==> src/rtl/id_stage_hazard_if.sv <==
// id_stage_hazard_if
// ---------------------------------------------------------------------------
// ID/EX pipeline bus between the decode stage and the EX stage.
//
// Parameters:
//   DATA_W - datapath width
//   CTL_W  - width of the opaque controller bundle carried to EX
//
// Signals:
//   ex_valid       ID/EX register holds a live instruction
//   ex_ready       EX accepts the ID/EX contents this cycle
//   ex_src1/src2   resolved operands (src2 may be the sign-extended immediate)
//   ex_store_data  resolved second-read value (store data)
//   ex_rd          destination register
//   ex_rd_wen      instruction writes ex_rd
//   ex_is_load     instruction is a load
//   ex_ctl         controller bundle, passed through untouched
//   ex_rs1/ex_rs2  read addresses, for forwarding on the EX side
//
// Modports:
//   master - the ID stage (drives the bus, observes ex_ready)
//   slave  - the EX stage (consumes the bus, drives ex_ready)
// ---------------------------------------------------------------------------
interface id_stage_hazard_if #(
   parameter int DATA_W = 16,
   parameter int CTL_W  = 8
);
   logic              ex_valid;
   logic              ex_ready;
   logic [DATA_W-1:0] ex_src1;
   logic [DATA_W-1:0] ex_src2;
   logic [DATA_W-1:0] ex_store_data;
   logic [2:0]        ex_rd;
   logic              ex_rd_wen;
   logic              ex_is_load;
   logic [CTL_W-1:0]  ex_ctl;
   logic [2:0]        ex_rs1;
   logic [2:0]        ex_rs2;

   modport master (
      output ex_valid, ex_src1, ex_src2, ex_store_data, ex_rd, ex_rd_wen,
             ex_is_load, ex_ctl, ex_rs1, ex_rs2,
      input  ex_ready
   );

   modport slave (
      input  ex_valid, ex_src1, ex_src2, ex_store_data, ex_rd, ex_rd_wen,
             ex_is_load, ex_ctl, ex_rs1, ex_rs2,
      output ex_ready
   );
endinterface

==> src/rtl/id_stage_hazard.sv <==
// id_stage_hazard
// ---------------------------------------------------------------------------
// Instruction-decode stage of the 5-stage pipeline. Splits the 16-bit
// instruction into fields, reads an 8-entry register file (write-first),
// resolves operands, detects data hazards and holds the ID/EX register
// behind a valid/ready handshake toward EX.
//
// Optional feature macro: ID_FWD_EN
//   defined   - MEM/WB operand forwarding; only load-use hazards stall.
//   undefined - no MEM forwarding (mem_data unused); any RAW against the
//               ID/EX writer or the MEM-stage writer stalls until the value
//               reaches WB, where the write-first bypass supplies it.
//
// Ports:
//   clk, rst             clock, synchronous active-high reset
//   i_if_valid/o_if_ready/i_if_instr   handshake with the IF/ID register
//   i_dec_*              controller decode bits for the instruction in ID
//   i_flush              taken branch/jump: kill ID and ID/EX
//   i_mem_wen/rd/data    MEM-stage forward source
//   i_wb_wen/rd/data     register-file write port (WB stage)
//   exBus                ID/EX bus (master side)
// ---------------------------------------------------------------------------
module id_stage_hazard #(
   parameter int DATA_W = 16,
   parameter int CTL_W  = 8
) (
   input  logic               clk,
   input  logic               rst,
   input  logic               i_if_valid,
   output logic               o_if_ready,
   input  logic [15:0]        i_if_instr,
   input  logic [CTL_W-1:0]   i_dec_ctl,
   input  logic               i_dec_use_rs1,
   input  logic               i_dec_use_rs2,
   input  logic               i_dec_rs2_from_rd,
   input  logic               i_dec_imm_sel,
   input  logic               i_dec_rd_wen,
   input  logic               i_dec_is_load,
   input  logic               i_flush,
   input  logic               i_mem_wen,
   input  logic [2:0]         i_mem_rd,
   input  logic [DATA_W-1:0]  i_mem_data,
   input  logic               i_wb_wen,
   input  logic [2:0]         i_wb_rd,
   input  logic [DATA_W-1:0]  i_wb_data,
   id_stage_hazard_if.master  exBus
);

   logic [DATA_W-1:0] r_regFile [0:7];

   logic              r_exValid;
   logic [DATA_W-1:0] r_exSrc1;
   logic [DATA_W-1:0] r_exSrc2;
   logic [DATA_W-1:0] r_exStoreData;
   logic [2:0]        r_exRd;
   logic              r_exRdWen;
   logic              r_exIsLoad;
   logic [CTL_W-1:0]  r_exCtl;
   logic [2:0]        r_exRs1;
   logic [2:0]        r_exRs2;

   logic [2:0]        w_rd;
   logic [2:0]        w_rs1;
   logic [2:0]        w_rd2Addr;
   logic [DATA_W-1:0] w_immExt;
   logic [DATA_W-1:0] w_raw1;
   logic [DATA_W-1:0] w_raw2;
   logic              w_exMatch;
   logic              w_hazard;
   logic              w_advance;
   logic              w_capture;
   logic              w_unused;

   // Field extraction. The second read port serves either rs2 or, for
   // stores, the rd field that names the data register.
   assign w_rd      = i_if_instr[11:9];
   assign w_rs1     = i_if_instr[8:6];
   assign w_rd2Addr = i_dec_rs2_from_rd ? i_if_instr[11:9] : i_if_instr[5:3];
   assign w_immExt  = {{(DATA_W-6){i_if_instr[5]}}, i_if_instr[5:0]};

   // Does the ID/EX producer write a register this instruction reads?
   assign w_exMatch = (r_exRd != 3'd0) &&
                      ((i_dec_use_rs1 && (r_exRd == w_rs1)) ||
                       (i_dec_use_rs2 && (r_exRd == w_rd2Addr)));

`ifdef ID_FWD_EN
   // With forwarding, MEM beats WB beats the register file. R0 is never
   // forwarded so it always reads as zero.
   always_comb begin
      w_raw1 = r_regFile[w_rs1];
      if (w_rs1 != 3'd0) begin
         if (i_mem_wen && (i_mem_rd == w_rs1))
            w_raw1 = i_mem_data;
         else if (i_wb_wen && (i_wb_rd == w_rs1))
            w_raw1 = i_wb_data;
      end
      w_raw2 = r_regFile[w_rd2Addr];
      if (w_rd2Addr != 3'd0) begin
         if (i_mem_wen && (i_mem_rd == w_rd2Addr))
            w_raw2 = i_mem_data;
         else if (i_wb_wen && (i_wb_rd == w_rd2Addr))
            w_raw2 = i_wb_data;
      end
   end

   // Only a load sitting in ID/EX cannot be forwarded in time: its data
   // appears on the MEM forward path one cycle later.
   assign w_hazard = r_exValid && r_exIsLoad && r_exRdWen && w_exMatch;

   assign w_unused = ^i_if_instr[15:12];
`else
   logic w_memMatch;

   // Without forwarding the only bypass is the register file's write-first
   // path from the WB port.
   always_comb begin
      w_raw1 = r_regFile[w_rs1];
      if ((w_rs1 != 3'd0) && i_wb_wen && (i_wb_rd == w_rs1))
         w_raw1 = i_wb_data;
      w_raw2 = r_regFile[w_rd2Addr];
      if ((w_rd2Addr != 3'd0) && i_wb_wen && (i_wb_rd == w_rd2Addr))
         w_raw2 = i_wb_data;
   end

   assign w_memMatch = i_mem_wen && (i_mem_rd != 3'd0) &&
                       ((i_dec_use_rs1 && (i_mem_rd == w_rs1)) ||
                        (i_dec_use_rs2 && (i_mem_rd == w_rd2Addr)));

   // Any producer still in EX or MEM blocks the consumer until it is in WB.
   assign w_hazard = (r_exValid && r_exRdWen && w_exMatch) || w_memMatch;

   assign w_unused = ^{i_if_instr[15:12], i_mem_data};
`endif

   // Handshake: ID/EX can move whenever it is empty or EX takes it. A flush
   // always frees ID; nothing is accepted while reset is held.
   assign w_advance  = !r_exValid || exBus.ex_ready;
   assign w_capture  = w_advance && i_if_valid && !w_hazard;
   assign o_if_ready = !rst && (i_flush || (w_advance && !w_hazard));

   // Register file: cleared on reset, written from WB. R0 is never written
   // so it keeps its reset value of zero.
   always_ff @(posedge clk) begin
      if (rst) begin
         for (int i = 0; i < 8; i++)
            r_regFile[i] <= '0;
      end else if (i_wb_wen && (i_wb_rd != 3'd0)) begin
         r_regFile[i_wb_rd] <= i_wb_data;
      end
   end

   // ID/EX register: reset beats flush beats advance. Flushes and bubbles
   // also drop the write/load flags so a dead slot can never look like a
   // producer to the hazard logic. When EX stalls, everything holds.
   always_ff @(posedge clk) begin
      if (rst) begin
         r_exValid     <= 1'b0;
         r_exSrc1      <= '0;
         r_exSrc2      <= '0;
         r_exStoreData <= '0;
         r_exRd        <= '0;
         r_exRdWen     <= 1'b0;
         r_exIsLoad    <= 1'b0;
         r_exCtl       <= '0;
         r_exRs1       <= '0;
         r_exRs2       <= '0;
      end else if (i_flush) begin
         r_exValid  <= 1'b0;
         r_exRdWen  <= 1'b0;
         r_exIsLoad <= 1'b0;
      end else if (w_capture) begin
         r_exValid     <= 1'b1;
         r_exSrc1      <= w_raw1;
         r_exSrc2      <= i_dec_imm_sel ? w_immExt : w_raw2;
         r_exStoreData <= w_raw2;
         r_exRd        <= w_rd;
         r_exRdWen     <= i_dec_rd_wen;
         r_exIsLoad    <= i_dec_is_load;
         r_exCtl       <= i_dec_ctl;
         r_exRs1       <= w_rs1;
         r_exRs2       <= w_rd2Addr;
      end else if (w_advance) begin
         r_exValid  <= 1'b0;
         r_exRdWen  <= 1'b0;
         r_exIsLoad <= 1'b0;
      end
   end

   assign exBus.ex_valid      = r_exValid;
   assign exBus.ex_src1       = r_exSrc1;
   assign exBus.ex_src2       = r_exSrc2;
   assign exBus.ex_store_data = r_exStoreData;
   assign exBus.ex_rd         = r_exRd;
   assign exBus.ex_rd_wen     = r_exRdWen;
   assign exBus.ex_is_load    = r_exIsLoad;
   assign exBus.ex_ctl        = r_exCtl;
   assign exBus.ex_rs1        = r_exRs1;
   assign exBus.ex_rs2        = r_exRs2;

endmodule

==> src/flat_wrapper.sv <==
// flat-port wrapper written by rule: the top's interface ports become plain ports
module id_stage_hazard_flat 
#(
   parameter int DATA_W = 16,
   parameter int CTL_W  = 8
)
  (clk, rst, i_if_valid, o_if_ready, i_if_instr, i_dec_ctl, i_dec_use_rs1, i_dec_use_rs2, i_dec_rs2_from_rd, i_dec_imm_sel, i_dec_rd_wen, i_dec_is_load, i_flush, i_mem_wen, i_mem_rd, i_mem_data, i_wb_wen, i_wb_rd, i_wb_data, exBus_ex_valid, exBus_ex_src1, exBus_ex_src2, exBus_ex_store_data, exBus_ex_rd, exBus_ex_rd_wen, exBus_ex_is_load, exBus_ex_ctl, exBus_ex_rs1, exBus_ex_rs2, exBus_ex_ready);
  id_stage_hazard_if #(.DATA_W(DATA_W), .CTL_W(CTL_W)) exBus_i ();
  input  logic clk;
  input  logic rst;
  input  logic i_if_valid;
  output logic o_if_ready;
  input  logic [15:0] i_if_instr;
  input  logic [CTL_W-1:0] i_dec_ctl;
  input  logic i_dec_use_rs1;
  input  logic i_dec_use_rs2;
  input  logic i_dec_rs2_from_rd;
  input  logic i_dec_imm_sel;
  input  logic i_dec_rd_wen;
  input  logic i_dec_is_load;
  input  logic i_flush;
  input  logic i_mem_wen;
  input  logic [2:0] i_mem_rd;
  input  logic [DATA_W-1:0] i_mem_data;
  input  logic i_wb_wen;
  input  logic [2:0] i_wb_rd;
  input  logic [DATA_W-1:0] i_wb_data;
  output wire logic [$bits(exBus_i.ex_valid)-1:0] exBus_ex_valid;
  output wire logic [$bits(exBus_i.ex_src1)-1:0] exBus_ex_src1;
  output wire logic [$bits(exBus_i.ex_src2)-1:0] exBus_ex_src2;
  output wire logic [$bits(exBus_i.ex_store_data)-1:0] exBus_ex_store_data;
  output wire logic [$bits(exBus_i.ex_rd)-1:0] exBus_ex_rd;
  output wire logic [$bits(exBus_i.ex_rd_wen)-1:0] exBus_ex_rd_wen;
  output wire logic [$bits(exBus_i.ex_is_load)-1:0] exBus_ex_is_load;
  output wire logic [$bits(exBus_i.ex_ctl)-1:0] exBus_ex_ctl;
  output wire logic [$bits(exBus_i.ex_rs1)-1:0] exBus_ex_rs1;
  output wire logic [$bits(exBus_i.ex_rs2)-1:0] exBus_ex_rs2;
  input wire logic [$bits(exBus_i.ex_ready)-1:0] exBus_ex_ready;
  assign exBus_ex_valid = exBus_i.ex_valid;
  assign exBus_ex_src1 = exBus_i.ex_src1;
  assign exBus_ex_src2 = exBus_i.ex_src2;
  assign exBus_ex_store_data = exBus_i.ex_store_data;
  assign exBus_ex_rd = exBus_i.ex_rd;
  assign exBus_ex_rd_wen = exBus_i.ex_rd_wen;
  assign exBus_ex_is_load = exBus_i.ex_is_load;
  assign exBus_ex_ctl = exBus_i.ex_ctl;
  assign exBus_ex_rs1 = exBus_i.ex_rs1;
  assign exBus_ex_rs2 = exBus_i.ex_rs2;
  assign exBus_i.ex_ready = exBus_ex_ready;
  id_stage_hazard #(.DATA_W(DATA_W), .CTL_W(CTL_W)) u_core (.clk(clk), .rst(rst), .i_if_valid(i_if_valid), .o_if_ready(o_if_ready), .i_if_instr(i_if_instr), .i_dec_ctl(i_dec_ctl), .i_dec_use_rs1(i_dec_use_rs1), .i_dec_use_rs2(i_dec_use_rs2), .i_dec_rs2_from_rd(i_dec_rs2_from_rd), .i_dec_imm_sel(i_dec_imm_sel), .i_dec_rd_wen(i_dec_rd_wen), .i_dec_is_load(i_dec_is_load), .i_flush(i_flush), .i_mem_wen(i_mem_wen), .i_mem_rd(i_mem_rd), .i_mem_data(i_mem_data), .i_wb_wen(i_wb_wen), .i_wb_rd(i_wb_rd), .i_wb_data(i_wb_data), .exBus(exBus_i));
endmodule
==> config.mk <==
export PLATFORM = sky130hd
export DESIGN_NAME = id_stage_hazard_flat
export DESIGN_NICKNAME = d
export VERILOG_FILES = /design/src/rtl/id_stage_hazard_if.sv /design/src/rtl/id_stage_hazard.sv /design/src/flat_wrapper.sv
export SDC_FILE = /design/constraint.sdc
export NUM_CORES = 1
export LEC_CHECK = 0
export ABC_CLOCK_PERIOD_IN_PS = 2100
export BUFFER_PORTS_ARGS = -buffer_cell sky130_fd_sc_hd__buf_2
export CAP_MARGIN = 5
export CELL_PAD_IN_SITES_DETAIL_PLACEMENT = 1
export CELL_PAD_IN_SITES_GLOBAL_PLACEMENT = 2
export CORE_MARGIN = 2
export CORE_UTILIZATION = 36
export CTS_BUF_LIST = sky130_fd_sc_hd__clkbuf_4
export DETAILED_ROUTE_END_ITERATION = 8
export GPL_ROUTABILITY_DRIVEN = 0
export PLACE_DENSITY = 0.82
export SLEW_MARGIN = 20
export SYNTH_ARGS = -nofsm -noshare
export SYNTH_HDL_FRONTEND = slang
export SYNTH_SLANG_ARGS = --single-unit
==> constraint.sdc <==
create_clock -name clk -period 2.1 [get_ports clk]
set_clock_uncertainty 0.1 [all_clocks]
set_input_delay 0.105 -clock clk [delete_from_list [all_inputs] [get_ports clk]]
set_output_delay 0.105 -clock clk [all_outputs]
set_load 0.02 [all_outputs]
# Word-level counts from Yosys, hierarchy flattened
# Memories as Yosys holds them, arrays and structs flattened. A register that Yosys moved wholly into a read port is not among the register bits.
# Index checks and enable logic that the tools add are counted.
dict set report word_totals {
  reg_bits 52
  ram_bits 128
  input_bits 75
  out_inout_bits 69
  elab_cells 63
  mem_count 1
}
dict set report op_classes {
  eq_ne 5
  muxes 15
  bitwise_logic 1
  reduce_logical 32
}
# memory depth width read_ports rd_clocked_by_memory_dff wr line_no
set memory_table {}
lappend memory_table {u_core.r_regFile 8 16 2 1 8 id_stage_hazard.sv:49} ;# logic [DATA_W-1:0] r_regFile [0:7];
# cell count
set op_table {}
lappend op_table {{$mux W16} 3}
lappend op_table {{$logic_and A1 B1 Y1} 16}
lappend op_table {{$reduce_or A16 Y1} 1}
lappend op_table {{$eq A3 B3 Y1} 5}
lappend op_table {{$reduce_bool A3 Y1} 4}
lappend op_table {{$mux W1} 10}
lappend op_table {{$mux W3} 2}
lappend op_table {{$logic_or A1 B1 Y1} 5}
lappend op_table {{$logic_not A1 Y1} 3}
lappend op_table {{$reduce_and A2 Y1} 1}
lappend op_table {{$reduce_bool A2 Y1} 1}
lappend op_table {{$reduce_or A2 Y1} 1}
lappend op_table {{$not A1 Y1} 1}

# Depth between registers and ports, before layout
dict set report logic_depth {
  word_depth 11
  mapped_depth 11
  mapped_depth_nobuf 7
}

# Least setup slack after synthesis
# No wires, ideal clock.
dict set report synth_timing {
  path_kind {input -> register}
  startpoint {input rst}
  endpoint {memory u_core.r_regFile[6][0] (enable)}
  setup_ns 0.411
  arrival_ns 1.780
  t_required_ns 1.589
  slack_ns -0.191
  stages 4
  path_buffers 1
  cell_sequence {clkbuf_1 -> inv_1 -> nand3_1 -> o21ai_0}
}
# element line_no
set synth_rtl {}
lappend synth_rtl {{start, declared} flat_wrapper.sv:10} ;# input logic rst;
lappend synth_rtl {{end, declared} id_stage_hazard.sv:49}

# Final worst setup path
dict set report layout_timing {
  startpoint {register u_core.r_exRd[2] (netlist: u_core.exBus.ex_rd[2])}
  endpoint {output o_if_ready}
}
dict set report layout_via {
  elab_chain_cells 10
  word_cells_on_any_way 13
  cone_classes {2 x eq/ne; 11 x reduce/logical}
}
# element line_no
set layout_rtl {}
lappend layout_rtl {{start, declared} id_stage_hazard.sv:55} ;# logic [2:0] r_exRd;
lappend layout_rtl {{start signal, assigned} id_stage_hazard.sv:176} ;# r_exRd <= w_rd;
lappend layout_rtl {{$eq A3 B3 Y1, on equally long branches} {id_stage_hazard.sv:83, id_stage_hazard.sv:84}}
lappend layout_rtl {{$logic_and A1 B1 Y1, on equally long branches} {id_stage_hazard.sv:83, id_stage_hazard.sv:84}}
lappend layout_rtl {{$logic_or A1 B1 Y1} id_stage_hazard.sv:83} ;# ((i_dec_use_rs1 && (r_exRd == w_rs1)) ||
lappend layout_rtl {{$logic_and A1 B1 Y1 *} id_stage_hazard.sv:82} ;# assign w_exMatch = (r_exRd != 3'd0) &&
lappend layout_rtl {{$logic_and A1 B1 Y1 *} id_stage_hazard.sv:130} ;# assign w_hazard = (r_exValid && r_exRdWen && w_exMatch) || w_memMatch;
lappend layout_rtl {{$logic_or A1 B1 Y1 *} id_stage_hazard.sv:130}
lappend layout_rtl {{$logic_not A1 Y1 *} id_stage_hazard.sv:139} ;# assign o_if_ready = !rst && (i_flush || (w_advance && !w_hazard));
lappend layout_rtl {{$logic_and A1 B1 Y1 *} id_stage_hazard.sv:139}
lappend layout_rtl {{$logic_or A1 B1 Y1 *} id_stage_hazard.sv:139}
lappend layout_rtl {{$logic_and A1 B1 Y1 *} id_stage_hazard.sv:139}
lappend layout_rtl {{end, declared} flat_wrapper.sv:12} ;# output logic o_if_ready;
# Mark *: on every way between the ends. The rest lies on a longest branch, timed or not.

==> impl_results.md <==
* R2r setup slk at -0.44 ns
* Worst Path Arrival at 2.38 ns
* WHS Endpoint: u_core.exBus.ex_store_data[2]
* Grt ovf at 0
* GRT Total Usage at 23.02%
* I/O Pins at 144
* Startpoint Class: register
* Main area contributors after synthesis: edfxtp_1 (38%), dfxtp_1 (14%), mux2i_1 (8.1%)
* Critical path's most frequent cell: nor2_1
* PD cells at 663.8 mW/mm^2
* Buffers added on ports at 123
* CTS clk-pin slew, worst paths at 0.20 ns
* Worst min-delay path class: input pin to register
* Antenna Violating Nets Remaining at 0
* Slowest cell on the critical path: dfxtp_4
* Worst-Margin Slew at 0.9506 ns
* Yosys cell types at 56
* First drt pass iteration count at 5
* Post-synthesis adder-cell area fraction at 0%
* 1st-iter DRT viols at 505
* Final WS setup at -0.4857 ns
* Design area at 0.01295 sq mm
* Total power at 8.595 mW
* Initial antenna violation count at 1
* Lkg Pwr at 5.309 nW
* Max incr delay on CP at 0.42 ns
* Vias in the first global route at 8473
* Worst setup path category: register to primary output
* Layout cells sized above 1 at 31.58%
* Via count at 7887
* Via density at 5.315
* Num CTS Buffers at 17
* Worst r2r path cells at 12
* Outcome: complete, but fails checks
* Fmax at 0.3867 GHz
* Post-synth EDFFs at 128
* FP Rows at 61
* Avg Cell Area, Syn at 11.98 sq um
* Final net count at 1167
* CTS tree: yes
* Fill cell count at 2978
* Multiplexer area fraction after synthesis at 17.03%
* Pin count of the biggest net entering global routing at 78
* First-pass GRT wire length at 49730 microns
* Post-DR wirelength/cell at 22.54 microns
* Placement Setup Slack at -0.3891 ns
* Count leader, synth: edfxtp_1
* VDD IR max at 0.3610 mV
* Width of the chip at 170.8 microns
* Util after Layout at 47.00%
* Mapped Area at 0.01001 sq mm
* CP max FO at 3
* Simple-gate share of the synthesized area at 16.26%
* Die Footprint at 0.02916 sq mm
* Leading cell types by count after synthesis: edfxtp_1 (128), and2_1 (114), nand2_1 (84)
* Chip Height at 170.8 microns
* Largest family of logic cells by synthesized area: multiplexers
* Yosys top cell by area: edfxtp_1
* Initial core utilization at 36.34%
* Area grow syn2layout at 29.33%
* RR Endpoint: u_core.exBus.ex_src1[11]
* Max-slew violation count at 0
* Worst skew pair latency at 0.62 ns
* WL final at 33460 microns
* Yosys reg bits at 196
* DP HPWL at 22080 microns
* Fin crit share at 123.1%
* Placed inst area at 0.01170 sq mm
* WP buf/inv at 1
* H-Tree Level Count at 4
* Clock buffer depth at 2
* Slew margin rel. at 36.39%
* DRC violations left at 0
* Synth top area share at 38.39%
* Post-synthesis sequential area ratio at 51.99%
* Core footprint at 0.02755 sq mm
* Critical R2R Launch: u_core.exBus.ex_rd[2]
* Root buffer cell: clkbuf_4
* CTS Sinks at 196
* Crit. End Element: primary output
* RSZ-0062 raised after global routing: true
* Hold depth at 6
* Final Hold Viols at 0
* CP delay by family, top: simple AND/OR/NAND/NOR gates
* Main synth FF type: edfxtp_1
* Max_cap viols at 0
* Hold_ws at 0.05248 ns
* Ys async rst share at 0%
* Synth Area in Compound Gates at 9.923%
* CP Cell Sequence: o311a_4, nand2_2, or4_4, and3_4, and2_1, nor2_1, nor2_1, buf_4
* Clock period minus worst slack at 2.586 ns
* HP Start: i_wb_wen
* Critical path required time at 1.89 ns
* Post-Synth XOR/XNOR Area at 1.225%
* Failing checks: setup timing
* Gate Count Post-Synth at 836
* Final Setup Violations at 67
* Synth warn at 0
## how the worst max path moves through the flow
stage / start / to / depth (start not counted)
after floorplan: rst / u_core.r_regFile[6][0] / 4
after global placement: i_dec_rs2_from_rd / u_core.exBus.ex_src2[8] / 10
after detailed placement: i_dec_rs2_from_rd / u_core.exBus.ex_src2[8] / 10
after CTS: u_core.exBus.ex_rd[2] / o_if_ready / 8
after global routing: u_core.exBus.ex_rd[2] / o_if_ready / 8
final: u_core.exBus.ex_rd[2] / o_if_ready / 8
## sequential cells by signal, indices dropped and copies added (netlist names)
| signal | flops |
|---|---|
| u_core.exBus.ex_ctl | 8 |
| u_core.exBus.ex_is_load | 1 |
| u_core.exBus.ex_rd | 3 |
| u_core.exBus.ex_rd_wen | 1 |
| u_core.exBus.ex_rs1 | 3 |
| u_core.exBus.ex_rs2 | 3 |
| u_core.exBus.ex_src1 | 16 |
| u_core.exBus.ex_src2 | 16 |
| u_core.exBus.ex_store_data | 16 |
| u_core.exBus.ex_valid | 1 |
| u_core.r_regFile | 128 |
## per-layer routing
layer	vias up	wire (microns)	GRT usage, %
met3	50	1308	3.447
li1	3599	-	-
met1	4016	13370	27.43
met2	222	17850	41.86
met5	-	0	0
met4	0	926	8.584
## per-stage QoR
| stage | std cells | TNS (ns) |
|---|---|---|
| 2_1_floorplan | 851 | -6.127 |
| 3_3_place_gp | 1384 | -13.52 |
| 3_5_place_dp | 1384 | -16.82 |
| 4_1_cts | 1475 | -11.85 |
| 5_1_grt | 1484 | -27.41 |
| 6_report | 1484 | -23.15 |
## power by group
part           leakage [nW]  total [mW]  switching (mW)  internal, mW
registers              1.79        4.50           0.143          4.36
logic                  3.35        1.87           0.988         0.877
clock network         0.169        2.23            1.63         0.601
total                  5.31        8.59            2.76          5.84
## kinds of logic (layout without fill, tap and decap cells)
kind of cell,Yosys count,in the layout
DFF,196,196
buffers and inverters,62,316
other,1,17
xor gates and xnor gates,14,14
muxes,128,128
AOI/OAI and AO/OA,120,120
and+or+nand+nor,315,315
## timing repair
| action | CTS | global route |
|---|---|---|
| endpoints found under the hold margin | 193 | 0 |
| pin swaps | 2 | 8 |
| cloned | 6 | 0 |
| hold buffers | 43 | 0 |
| buffers inserted | 10 | 8 |
| resized for setup | 19 | 16 |
| setup endpoints to repair | 64 | 66 |
## area by class of cell
cell class	instances	area, sq um	share of cell area (%)
clock buffer	17	127.6	0.9856
sequential	196	5221	40.32
timing repair buffer	282	2337	18.05
tap	378	473.0	3.653
multi-input combinational	593	4593	35.47
inverter	2	7.507	0.05798
clock inverter	15	186.4	1.440
antenna	1	2.502	0.01933
## worst reg2reg max path, cell delays in order, from the launching register on
cell	delay, ns
dfxtp_4	0.40
o311a_4	0.38
buf_4	0.14
a41oi_2	0.15
and3_4	0.21
buf_4	0.10
buf_6	0.09
nand4b_4	0.12
buf_12	0.18
buf_6	0.13
buf_16	0.13
a211o_1	0.27
a21oi_1	0.12
## cell usage in the layout (no fill, tap or decap), drive strengths merged, types with 14 or more instances in the layout
cell / n
nand3: 16
clkbuf: 17
and2: 114
a21oi: 24
dfxtp: 68
nor2b: 14
buf: 237
inv: 14
conb: 16
mux4: 32
a211o: 16
nand2: 84
edfxtp: 128
dlygate4sd3: 43
mux2i: 83
nor2: 58
(Power assumes the default switching activity.)
